File: src/rtl/dvp_cam_emulator.sv
// DVP camera emulator: 12 MHz PCLK, VSYNC/HREF framing and a YCbCr 4:2:2 test-pattern byte stream.
// Frame sequence: IDLE -> VSYNC -> VBACK -> ACTIVE -> VFRONT, looping back to VSYNC while en stays high.
module dvp_cam_emulator #(
  parameter int H_ACTIVE    = 640,
  parameter int V_ACTIVE    = 480,
  parameter int H_BLANK     = 288,
  parameter int VSYNC_LINES = 3,
  parameter int V_BACK      = 17,
  parameter int V_FRONT     = 10
) (
  input  logic        CLOCK_24,
  input  logic        reset_n,
  input  logic        en,
  input  logic [1:0]  pattern_sel,
  output logic        PCLK,
  output logic        VSYNC,
  output logic        HREF,
  output logic [7:0]  D,
  output logic        frame_done,
  output logic [15:0] frame_cnt
);

  typedef enum logic [2:0] {S_IDLE, S_VSYNC, S_VBACK, S_ACTIVE, S_VFRONT} state_t;

  localparam logic [15:0] LINE_M1 = 16'(2*H_ACTIVE + H_BLANK - 1);
  localparam logic [15:0] HACT2   = 16'(2*H_ACTIVE);

  state_t      state, state_nx;
  logic [15:0] hcnt, hcnt_nx, lcnt, lcnt_nx, lines_m1;
  logic [1:0]  pat, pat_nx;
  logic        tick, eof;
  logic        vsync_nx, href_nx;
  logic [7:0]  d_nx, yval, byte_nx;

  // A byte slot ends on the edge where PCLK falls; all framing moves on that edge only.
  assign tick = PCLK;

  always_comb begin
    lines_m1 = '0;
    case (state)
      S_VSYNC:  lines_m1 = 16'(VSYNC_LINES - 1);
      S_VBACK:  lines_m1 = 16'(V_BACK - 1);
      S_ACTIVE: lines_m1 = 16'(V_ACTIVE - 1);
      S_VFRONT: lines_m1 = 16'(V_FRONT - 1);
      default:  lines_m1 = '0;
    endcase
  end

  always_comb begin
    state_nx = state;
    hcnt_nx  = hcnt;
    lcnt_nx  = lcnt;
    eof      = 1'b0;
    if (state == S_IDLE) begin
      hcnt_nx = '0;
      lcnt_nx = '0;
      if (en) state_nx = S_VSYNC;
    end else if (hcnt == LINE_M1) begin
      hcnt_nx = '0;
      if (lcnt == lines_m1) begin
        lcnt_nx = '0;
        case (state)
          S_VSYNC:  state_nx = S_VBACK;
          S_VBACK:  state_nx = S_ACTIVE;
          S_ACTIVE: state_nx = S_VFRONT;
          S_VFRONT: begin
            eof      = 1'b1;
            state_nx = en ? S_VSYNC : S_IDLE;
          end
          default:  state_nx = S_IDLE;
        endcase
      end else begin
        lcnt_nx = lcnt + 16'd1;
      end
    end else begin
      hcnt_nx = hcnt + 16'd1;
    end
  end

  // Outputs are computed for the slot being entered; x = hcnt/2, y = active line index.
  always_comb begin
    pat_nx = (state_nx == S_VSYNC && state != S_VSYNC) ? pattern_sel : pat;
    yval   = 8'h00;
    case (pat_nx)
      2'd0: yval = hcnt_nx[10:3];
      2'd1: yval = lcnt_nx[8:1];
      2'd2: yval = (hcnt_nx[6] ^ lcnt_nx[5]) ? 8'hEB : 8'h10;
      default: yval = 8'h91;
    endcase
    byte_nx = yval;
    case (hcnt_nx[1:0])
      2'd0:    byte_nx = (pat_nx == 2'd3) ? 8'h36 : 8'h80;
      2'd2:    byte_nx = (pat_nx == 2'd3) ? 8'h22 : 8'h80;
      default: byte_nx = yval;
    endcase
    vsync_nx = (state_nx == S_VSYNC);
    href_nx  = (state_nx == S_ACTIVE) && (hcnt_nx < HACT2);
    d_nx     = href_nx ? byte_nx : 8'h00;
  end

  always_ff @(posedge CLOCK_24 or negedge reset_n) begin
    if (!reset_n) begin
      state      <= S_IDLE;
      hcnt       <= '0;
      lcnt       <= '0;
      pat        <= '0;
      PCLK       <= 1'b0;
      VSYNC      <= 1'b0;
      HREF       <= 1'b0;
      D          <= 8'h00;
      frame_done <= 1'b0;
      frame_cnt  <= '0;
    end else begin
      PCLK       <= ~PCLK;
      frame_done <= 1'b0;
      if (tick) begin
        state      <= state_nx;
        hcnt       <= hcnt_nx;
        lcnt       <= lcnt_nx;
        pat        <= pat_nx;
        VSYNC      <= vsync_nx;
        HREF       <= href_nx;
        D          <= d_nx;
        frame_done <= eof;
        if (eof) frame_cnt <= frame_cnt + 16'd1;
      end
    end
  end

endmodule

File: config.mk
export PLATFORM = sky130hd
export DESIGN_NAME = dvp_cam_emulator
export DESIGN_NICKNAME = d
export VERILOG_FILES = /design/src/rtl/dvp_cam_emulator.sv
export SDC_FILE = /design/constraint.sdc
export NUM_CORES = 1
export LEC_CHECK = 0
export ABC_AREA = 1
export CELL_PAD_IN_SITES_DETAIL_PLACEMENT = 1
export CELL_PAD_IN_SITES_GLOBAL_PLACEMENT = 1
export CORE_ASPECT_RATIO = 1.2
export CORE_MARGIN = 3
export CORE_UTILIZATION = 47
export CTS_BUF_LIST = sky130_fd_sc_hd__clkbuf_8
export DETAILED_ROUTE_END_ITERATION = 6
export GPL_TIMING_DRIVEN = 0
export PLACE_DENSITY_LB_ADDON = 0.1
export SLEW_MARGIN = 20
export SYNTH_ARGS = -nofsm -noshare
export SYNTH_HDL_FRONTEND = slang
export SYNTH_SLANG_ARGS = --single-unit
File: constraint.sdc
create_clock -name CLOCK_24 -period 3.9 [get_ports CLOCK_24]
set_clock_uncertainty 0.15 [all_clocks]
set_input_delay 0.78 -clock CLOCK_24 [delete_from_list [all_inputs] [get_ports CLOCK_24]]
set_output_delay 0.78 -clock CLOCK_24 [all_outputs]
set_load 0.05 [all_outputs]
==> qor.txt <==
Hold Slack: 0.108 ns
Pwr per Cell Area: 275 nW/um2
Via/cell ratio: 5.57
Max Cap Viol: 0
Die area: 9720 um2
Fmax achieved: 302 MHz
Critical path arrival: 3.39 ns
Worst skew pair latency: 0.36 ns
Final GP Congestion: 0.916
Post-DRT Antenna Nets: 0
DRC: 0
1st-iter DRT viols: 207
Setup CP Type: reg -> reg
First-pass GRT wire length: 21800 um
Syn. warnings: 0
Min cycle time layout: 3.31 ns
Area delta synth->final: 17.2%
Critical-path cell list: ha_1 -> nand3_1 -> nor2_1 -> nand3_2 -> nand2_1 -> inv_1 -> nor2_2 -> inv_1 -> nor3_1 -> nand2_1 -> o21ai_0 -> a21oi_1
Fin nets: 612
Post-synth ARST share: 100%
Syn nets: 568
Hold crit path type: in -> async
Setup-failing EPs final: 0
Initial antenna violation count: 0
Leak Pwr: 2.35 nW
Die X: 90.5 um
Fraction of layout cells with a size suffix above 1: 8.87%
Dpl hpwl: 9730 um
Synth Area per Inst: 7.19 um2
Post-CTS setup buffers: 0
Sequential fraction of the synthesis area: 40.4%
Status: completed
Initial Util: 48.9%
Critical Path RT: 3.98 ns
Total Routing Usage GR: 28.7%
Finished Core Util: 57.3%
Final Hold Vio Count: 0
PnR worst setup slack: 0.587 ns
Post-Synthesis Cells: 560
Vias: 4026
Multi-input logic area: 2090 um2
Worst Setup Start Kind: flip-flop
Relative slew slack: 60.0%
WL final: 13000 um
Slew Viols, Final: 0
Post-CTS Hold Buffers: 0
Peak per-stage delay on the critical path: 0.40 ns
RSZ-0062 raised after global routing: no
Setup TNS: 0 ns
Largest net degree at the start of global routing: 56
Core Footprint: 8240 um2
# IOs: 33
Placed Cells: 707
Commonest cells after routing, fill and taps aside: nand2_1 (165), inv_1 (68), dfrtp_1 (65), nand3_1 (50), nor2_1 (44)
Most common cell after layout, fill and taps aside: nand2_1
Distinct cells, synth: 41
CTS tree: built
Critical path's slowest cell: dfrtp_1
CTS Root Cell: clkbuf_8
PostCTS Resize Cnt: 0
WL per Instance: 17.9 um
H-tree depth: 3
Least-Margin Pin Slew: 0.601 ns
Drt first pass iters: 5
Part of the cycle the worst path needs: 84.9%
Primary FF master, synth: dfrtp_1
Flops & latches, synth: 65
Cell Area, Placed: 4520 um2
CP Capture Type: flip-flop
GR Overflow Total: 0
Worst-path clk slew: 0.08 ns
Total power draw: 1.30 mW
Dpl ws: 0.765 ns
Register area: 1630 um2
CTS Buffer Depth: 2
Port-buffer cells: 32
Vias in the first global route: 4411
Post-synthesis instance area: 4030 um2
# fillers: 1084
Number of synthesized flops with an enable pin: 0
Floorplan row count: 36
Die Height: 107 um
CP max FO: 7
CTS Buf Count: 9
CTS Sinks: 65
Maximum vdd ir drop: 0.244 mV
Post-layout instance area: 4720 um2
Layout Cells excl Fill: 723
Ant. Diodes: 0
Yosys cell counts, types with 2 or more instances:
master	count	area (um2)
buf_2	2	10.0
a21oi_1	10	50.1
nand3_1	50	250
nand2_1	165	619
nor4_1	5	31.3
nor3_2	2	20.0
nor2_4	5	56.3
inv_1	68	255
nor2_1	44	165
nand2_2	10	62.6
o22ai_1	6	37.5
o21ai_1	3	15.0
clkbuf_1	8	30.0
nand2_4	2	22.5
nor3_1	16	80.1
ha_1	3	37.5
nand4_1	11	68.8
dfrtp_1	65	1630
nand3_2	3	30.0
o21ai_0	39	195
xnor2_1	5	43.8
nand3b_1	2	15.0
nor2_2	5	31.3
xor2_1	14	123
power by group:
| group | internal, mW | total [mW] | switching, mW |
|---|---|---|---|
| logic | 0.00648 | 0.0230 | 0.0165 |
| clock network | 0.328 | 0.604 | 0.276 |
| registers | 0.674 | 0.674 | 0 |
| total | 1.01 | 1.30 | 0.293 |
flip-flops by register name, indices dropped and copies added, names as in the netlist, 2 cells and up:
name,count
D,8
frame_cnt,16
hcnt,16
lcnt,16
pat,2
state,3
logic make-up after synthesis:
| group | synth area share, % |
|---|---|
| and+or+nand+nor | 37.5 |
| buffers and inverters | 7.64 |
| AOI/OAI and AO/OA | 8.82 |
| DFF | 40.4 |
| xor gates and xnor gates | 4.53 |
| adders and majority gates | 0.932 |
| muxes | 0.248 |
per-layer routing:
| metal | global-route usage, % | part of all wire [%] | wire [um] |
|---|---|---|---|
| met2 | 51.0 | 51 | 6660 |
| met4 | 13.6 | 3.3 | 422 |
| met1 | 33.5 | 42 | 5390 |
| met3 | 4.97 | 3.8 | 488 |
| met5 | 0 | 0 | 0 |
critical path, delay by kind of cell (launching register included):
| kind | cells | cell delay, ns |
|---|---|---|
| and+or+nand+nor | 7 | 1.70 |
| AOI/OAI and AO/OA | 2 | 0.32 |
| DFF | 1 | 0.40 |
| buffers and inverters | 2 | 0.39 |
| adders and majority gates | 1 | 0.22 |
area by class of cell:
type                    instances  share of cell area, %
multi-input cells             414                   44.4
flip-flops and latches         65                   34.4
repair buffers                 33                   7.31
inverters                      71                   5.67
clock buffers                  11                   3.21
well taps                     114                   3.02
clock inverters                 5                   1.14
plain buffers                  10                  0.848
final timing paths:
path / slack, ns / endpoint / from / cells after the start
max: 0.59 / lcnt[11] / hcnt[0] / 12
min: 0.11 / lcnt[2] / reset_n / 1
max reg2reg: 0.59 / lcnt[11] / hcnt[0] / 12
min reg2reg: 0.34 / lcnt[5] / lcnt[5] / 2
max in group asynchronous: 2.95 / hcnt[12] / reset_n / 2
min in group CLOCK_24: 0.34 / lcnt[5] / lcnt[5] / 2
Note: power is estimated with default switching activity, not from simulation.
